File: src/rtl/dh_pkg.sv
// Shared definitions for the Diffie-Hellman datapath: controller states,
// default operand widths and the remainder value presented out of reset.
package dh_pkg;

    typedef enum logic [1:0] {
        ST_IDLE = 2'd0,
        ST_RUN  = 2'd1,
        ST_DONE = 2'd2
    } dh_state_e;

    localparam int DH_DW      = 64;
    localparam int DH_MW      = 32;
    localparam int DH_REM_RST = 1;

endpackage

File: src/rtl/mod_sub_step.sv
// One restoring-division step: conditionally subtract the modulus from the
// shifted partial remainder and report whether the subtraction happened.
module mod_sub_step #(
    parameter int MW = 32
) (
    input  logic [MW:0]   rem_in,
    input  logic [MW-1:0] p,
    output logic [MW-1:0] rem_out,
    output logic          q_bit
);

    // rem_in < 2p always holds, so a taken subtraction fits back into MW bits.
    always_comb begin
        q_bit   = (rem_in >= {1'b0, p});
        rem_out = q_bit ? (rem_in[MW-1:0] - p) : rem_in[MW-1:0];
    end

endmodule

File: src/rtl/mod_reduce_seq.sv
// Sequential modular reducer: r = exp mod p and q = exp / p by restoring
// shift-subtract division, one dividend bit per clock.
module mod_reduce_seq
    import dh_pkg::*;
#(
    parameter int DW = DH_DW,
    parameter int MW = DH_MW
) (
    input  logic            clk,
    input  logic            rst,
    input  logic            st,
    input  logic [MW-1:0]   p,
    input  logic [DW-1:0]   exp,
    output logic [MW-1:0]   r,
    output logic [DW-1:0]   q,
    output logic            busy,
    output logic            done,
    output logic            err,
    output dh_state_e       dbg_state
);

    // Handshake: st is accepted on a rising edge only in IDLE or DONE (ignored
    // in RUN, never queued); busy is high for the DW RUN cycles; done is a
    // one-cycle pulse and r/q/err stay valid until the next accepted start.

    localparam int CW = (DW > 1) ? $clog2(DW) : 1;

    dh_state_e     state;
    logic [DW-1:0] dividend;
    logic [DW-1:0] quo;
    logic [MW-1:0] modulus;
    logic [MW-1:0] rem;
    logic [CW-1:0] cnt;

    logic [MW:0]   rem_shift;
    logic [MW-1:0] rem_next;
    logic          qbit;
    logic [DW-1:0] quo_next;

    assign rem_shift = {rem, dividend[DW-1]};
    assign quo_next  = (quo << 1) | DW'(qbit);
    assign dbg_state = state;

    mod_sub_step #(
        .MW(MW)
    ) u_step (
        .rem_in (rem_shift),
        .p      (modulus),
        .rem_out(rem_next),
        .q_bit  (qbit)
    );

    always_ff @(posedge clk or negedge rst) begin
        if (!rst) begin
            state    <= ST_IDLE;
            dividend <= '0;
            quo      <= '0;
            modulus  <= '0;
            rem      <= '0;
            cnt      <= '0;
            r        <= MW'(DH_REM_RST);
            q        <= '0;
            busy     <= 1'b0;
            done     <= 1'b0;
            err      <= 1'b0;
        end else begin
            done <= 1'b0;
            case (state)
                ST_IDLE, ST_DONE: begin
                    if (st) begin
                        dividend <= exp;
                        modulus  <= p;
                        rem      <= '0;
                        quo      <= '0;
                        cnt      <= CW'(DW - 1);
                        err      <= 1'b0;
                        // A zero modulus has no quotient; report it without running.
                        if (p == '0) begin
                            state <= ST_DONE;
                            done  <= 1'b1;
                            err   <= 1'b1;
                            r     <= '0;
                            q     <= '1;
                        end else begin
                            state <= ST_RUN;
                            busy  <= 1'b1;
                        end
                    end else begin
                        state <= ST_IDLE;
                    end
                end
                ST_RUN: begin
                    dividend <= dividend << 1;
                    rem      <= rem_next;
                    quo      <= quo_next;
                    if (cnt == '0) begin
                        state <= ST_DONE;
                        busy  <= 1'b0;
                        done  <= 1'b1;
                        r     <= rem_next;
                        q     <= quo_next;
                    end else begin
                        cnt <= cnt - CW'(1);
                    end
                end
                default: begin
                    state <= ST_IDLE;
                    busy  <= 1'b0;
                end
            endcase
        end
    end

endmodule

File: config.mk
export PLATFORM = sky130hd
export DESIGN_NAME = mod_reduce_seq
export DESIGN_NICKNAME = d
export VERILOG_FILES = /design/src/rtl/dh_pkg.sv /design/src/rtl/mod_sub_step.sv /design/src/rtl/mod_reduce_seq.sv
export SDC_FILE = /design/constraint.sdc
export NUM_CORES = 1
export LEC_CHECK = 0
export CAP_MARGIN = 20
export CORE_AREA = 8 8 126 216
export DETAILED_ROUTE_END_ITERATION = 6
export DIE_AREA = 0 0 134 224
export GPL_TIMING_DRIVEN = 0
export MAX_ROUTING_LAYER = met4
export PLACE_DENSITY = 0.86
export SLEW_MARGIN = 20
export SYNTH_ARGS = -nofsm -noshare
export SYNTH_HDL_FRONTEND = slang
export SYNTH_SLANG_ARGS = --single-unit
File: constraint.sdc
create_clock -name clk -period 5.5 [get_ports clk]
set_clock_uncertainty 0.1 [all_clocks]
set_input_delay 0.55 -clock clk [delete_from_list [all_inputs] [get_ports clk]]
set_output_delay 0.55 -clock clk [all_outputs]
set_load 0.01 [all_outputs]
---- Word level (Yosys, flattened, before mapping) ----
Index checks and enable logic that the tools add are counted.
storage, ports and cells
  flip-flop bits (word level) ............. 298
  latch bits .............................. 0
  RAM bits ................................ 0
  bits in read-only memories .............. 0
  input port bits ......................... 99
  memories kept ........................... 0
operators by class
  add/subtract/negate cells ............... 2
  multiply operators ...................... 0
  div/mod/pow operators ................... 0
  magnitude comparators ................... 1
  equal/unequal tests ..................... 7
  shift-type cells ........................ 0
  mux-type cells .......................... 30
  bitwise logic cells ..................... 1
  reduce and logical (&&, ||, !) cells .... 10
operator list
  operator                                           number
  two-way mux 64 bit                                 4
  one-hot mux 64 bit (2 select lines)                2
  two-way mux 32 bit                                 5
  one-hot mux 32 bit (2 select lines)                2
  one-hot mux 63 bit (2 select lines)                1
  OR 64 x 1 -> 64 bit                                1
  two-way mux 63 bit                                 1
  >= comparator 33 x 32 -> 1 bit                     1
  zero test 32 bit                                   1
  subtractor 32 bit                                  1
  two-way mux 6 bit                                  2
  one-hot mux 6 bit (2 select lines)                 1
  inequality test 2 bit (second input constant)      5
  zero test 6 bit                                    1
  two-way mux 1 bit                                  6
  two-way mux 2 bit                                  3
  AND reduction 3 bit                                2
  subtractor 6 x 1 -> 6 bit (second input constant)  1
  one-hot mux 1 bit (2 select lines)                 2
  one-hot mux 2 bit (2 select lines)                 1
  AND reduction 2 bit                                2
  AND reduction 4 bit                                1
  == test 2 x 1 -> 1 bit (second input constant)     1
  == test 2 bit (second input constant)              1
  3 further kinds                                    3

---- Logic depth before layout (Yosys ltp) ----
  depth in word-level cells ............... 4
  depth in mapped cells ................... 13

---- Modules after synthesis ----
From an unflattened synthesis, not the netlist that was laid out.
second synthesis, totals
  cells, all modules ...................... 1659
  area total of the unflattened synthesis .. 14243.7 µm²
by module, submodules not included
  module          times used  cells each  area an instance (µm²)
  mod_reduce_seq  1           1336        11912.7
  mod_sub_step    1           323         2331.0

---- Worst setup path after synthesis ----
No wires, ideal clock.
  path kind ............................... register to register
  from .................................... reg rem[25]
  to ...................................... reg rem[17]
  library setup time ...................... 131 ps
  arrival ................................. 2511 ps
  data required time ...................... 5269 ps
  path slack .............................. 2758 ps
  cell stages (with the launch flop) ...... 13
  path buffers ............................ 3
  period minus slack after synthesis ...... 2742 ps
  cells stage by stage .................... dfrtp_1 -> ha_1 -> buf_6 -> a21oi_4 -> o21bai_1 -> a21o_1 -> a31o_1 -> a2111oi_4 -> o31ai_4 -> buf_6 -> buf_12 -> mux2i_1 -> o21ai_1
on the way
  longest elaborated chain between the ends .. 3
RTL lines
  item                                 RTL line              source
  start, declared                      mod_reduce_seq.sv:32  logic [MW-1:0] rem;
  start signal, assigned               mod_reduce_seq.sv:94  rem <= rem_next;
  >= comparator 33 x 32 -> 1 bit       mod_sub_step.sv:14    q_bit = (rem_in >= {1'b0, p});
  two-way mux 32 bit                   mod_sub_step.sv:15    rem_out = q_bit ? (rem_in[MW-1:0] - p) : rem_in[MW-1:0];
  one-hot mux 32 bit (2 select lines)  mod_reduce_seq.sv:68  case (state)
No other way between the ends.
A chain may end at the register's enable or synchronous reset.

---- Worst setup path after layout ----
  from .................................... in p[17]
  to ...................................... reg q[51]
on the way
  longest elaborated chain between the ends .. 3
RTL lines
  item                             RTL line               source
  start, declared                  mod_reduce_seq.sv:12   input logic [MW-1:0] p,
  zero test 32 bit                 mod_reduce_seq.sv:78   if (p == '0) begin
  inequality test 2 bit (no line)  n/a
  AND reduction 4 bit (no line)    n/a
  end signal, assigned             mod_reduce_seq.sv:101  q <= quo_next;
  end, declared                    mod_reduce_seq.sv:15   output logic [DW-1:0] q,
No other way between the ends.

==> impl_metrics.env <==
export IMPL_post_route_period_util=0.702
export IMPL_slew_headroom=0.370
export IMPL_power_w=0.00695
export IMPL_wirelength_um=39700
export IMPL_placementRows=76
export IMPL_cellPowerDensity_nw_per_um2=398
export IMPL_final_util=0.721
export IMPL_clockBufferDepth=3
export IMPL_crit_required_ns=5.88
export IMPL_rr_worst_depth=10
export IMPL_ys_seq_area_frac=0.529
export IMPL_yosys_area_share_simple=0.212
export IMPL_rr_startpoint="cnt[0]"
export IMPL_cts_setup_buffers=0
export IMPL_cp_max_fo=10
export IMPL_cap_violations=0
export IMPL_syn_inst=1598
export IMPL_place_congestion=0.951
export IMPL_ir_drop_v=0.000367
export IMPL_drive_gt1_frac=0.0395
export IMPL_numCtsBuffers=26
export IMPL_overflow=0
export IMPL_grtUsageTotal=0.271
export IMPL_ant_nets=0
export IMPL_muxShareOfSynthArea=0.0196
export IMPL_drtIter0Drc=907
export IMPL_grt_pass1_wl_um=63900
export IMPL_whs_ns=0.378
export IMPL_worstSetupPathType="in2reg"
export IMPL_wl_met2_um=21000
export IMPL_fin_nets=1963
export IMPL_cp_start_kind="primary input"
export IMPL_cts_resized=0
export IMPL_setup_violations=0
export IMPL_synthToLayoutAreaGrowth_pct=24.0
export IMPL_synth_adder_area_share=0.0316
export IMPL_top_layer="met4"
export IMPL_p_leak_nw=7.74
export IMPL_htreeDepth=1
export IMPL_crit_start="p[17]"
export IMPL_fin_tns_setup_ns=0
export IMPL_syn_area_per_cell_sq_um=8.82
export IMPL_synth_top_area_frac=0.527
export IMPL_synthTopCellsByArea="dfrtp_1 53%, nand2_1 9.8%, nor2_1 5.9%, a21oi_1 3.2%, ha_1 3.0%"
export IMPL_fill_cells=1849
export IMPL_io_pins=200
export IMPL_post_route_min_period_ns=3.86
export IMPL_wl_met3_um=2030
export IMPL_antenna_found_initial=3
export IMPL_syn_nets=1732
export IMPL_cp_endpoint="q[51]"
export IMPL_synth_xor_xnor_area_share=0.0186
export IMPL_status="finished clean"
export IMPL_hpwlAfterDp_um=29600
export IMPL_hold_viol_final=0
export IMPL_grt_max_degree=105
export IMPL_worst_pin_slew_ns=0.936
export IMPL_yosys_area_top_type="dfrtp_1"
export IMPL_synth_compound_area_frac=0.148
export IMPL_hp_class="reg2reg"
export IMPL_synth_most_common_cell="nand2_1"
export IMPL_drt_first_pass_iters=6
export IMPL_async_reset_ff_frac=1.00
export IMPL_rsz0062_at_grt="false"
export IMPL_dieHeight_um=224
export IMPL_drc_errors=0
export IMPL_syn_cell_area_sq_um=14100
export IMPL_dieArea_sq_um=30000
export IMPL_cts_sinks=298
export IMPL_io_buffers=199
export IMPL_die_x_um=134
export IMPL_maxSlewViolCount=0
export IMPL_viasPerCell=5.77
export IMPL_rr_endpoint="q[51]"
export IMPL_synthFlopType="dfrtp_1"
export IMPL_arrival_ns=4.24
export IMPL_worst_setup_path_end_kind="flip-flop"
export IMPL_vias=12500
export IMPL_r2r_setup_slack_ns=2.02
export IMPL_clk_pin_slew_worst_paths_ns=0.07
export IMPL_ys_types=62
export IMPL_cts_hold_buf=1
export IMPL_dpl_worst_slack_ns=1.22
export IMPL_fmax_ghz=0.259
export IMPL_synth_seq_cells=298
export IMPL_fin_ws_ns=1.64
export IMPL_synth_top_family_by_area="simple AND/OR/NAND/NOR gates"
export IMPL_grt_pass1_vias=12900
export IMPL_yosysWarnings=0
export IMPL_ctsRootBufferMaster="clkbuf_16"
export IMPL_netlist_top_cells_count="367 x nand2_1, 297 x dfrtp_1, 220 x nor2_1"
export IMPL_cts_tree="done"
export IMPL_coreArea_sq_um=24200
export IMPL_start_util=0.581
export IMPL_synth_edf_count=0
export IMPL_post_drt_wl_per_cell_um=18.4
export IMPL_clk_latency_ns=0.55
export IMPL_wl_met1_um=14500
[critical path, stage by stage]
cell and delay [ns]:
clkdlybuf4s50_1 0.44, nor4_1 0.83, nand4_1 0.34, nor3_1 0.42, nor2_1 0.29, inv_1 0.19, clkbuf_1 0.51, clkbuf_1 0.44
nor2_1 0.09, nor2_1 0.13
[layer usage]
metal	track usage	vias up
met2	0.479	422
met4	0.158	0
met3	0.0303	121
met5	-	-
li1	-	5874
met1	0.287	6054
[cells in the final DEF, fill, tap and decap left out, drive strengths merged, types with 7 or more instances in the layout]
cell type and n:
nand2 367, dfrtp 297, nor2 221, clkdlybuf4s50 198, clkbuf 117, o21ai 98, a21oi 92, nor3 78
a31oi 67, inv 41, ha 34, buf 28, xnor2 22, mux2i 22, a21o 17, nand3 15
nor4 12, nand4 9, xor2 8, nand2b 7, o211ai 7, a22o 7
[stage by stage]
stage / cell area, sq um / cells
after floorplan: 14100 / 1598
after global placement: 16500 / 2109
after detailed placement: 16600 / 2112
after CTS: 17500 / 2158
after global routing: 17500 / 2161
final: 17500 / 2161
[worst min path at each step]
stage	start	end	slack (ns)	cells after the start
2_1_floorplan	rst	busy	0.15	0
3_3_place_gp	modulus[0]	modulus[0]	0.36	2
3_5_place_dp	busy	busy	0.37	2
4_1_cts	busy	busy	0.38	2
5_1_grt	r[15]	r[15]	0.42	2
6_report	busy	busy	0.38	2
[layout make-up]
class	count	area [sq um]	area share
buffer	103	433	0.0248
clock buffer	38	796	0.0455
timing repair buffer	203	2090	0.120
clock inverter	7	103	0.00587
antenna	3	7.51	0.000430
sequential	298	7460	0.427
tap	312	390	0.0223
inverter	41	154	0.00881
multi-input combinational	1156	6050	0.346
[kinds of logic after synthesis]
group / count (synthesis)
adder cells (fa/ha/maj): 35
flip-flops: 298
AO/OA/AOI/OAI: 335
XOR/XNOR: 30
multiplexers: 27
AND/OR/NAND/NOR: 729
buffers and inverters: 144
[power breakdown]
group / total (W) / switching, W / internal (W)
sequential: 0.00280 / 0.000270 / 0.00253
clock: 0.00191 / 0.000814 / 0.00110
combinational: 0.00225 / 0.00129 / 0.000956
total: 0.00695 / 0.00237 / 0.00458
[sequential cells by signal, summed over array words and instances (netlist names)]
signal	cells
quo	63
rem	32
dbg_state	2
err	1
busy	1
done	1
cnt	6
dividend	64
modulus	32
r	32
q	64
Note: power is estimated with default switching activity, not from simulation.
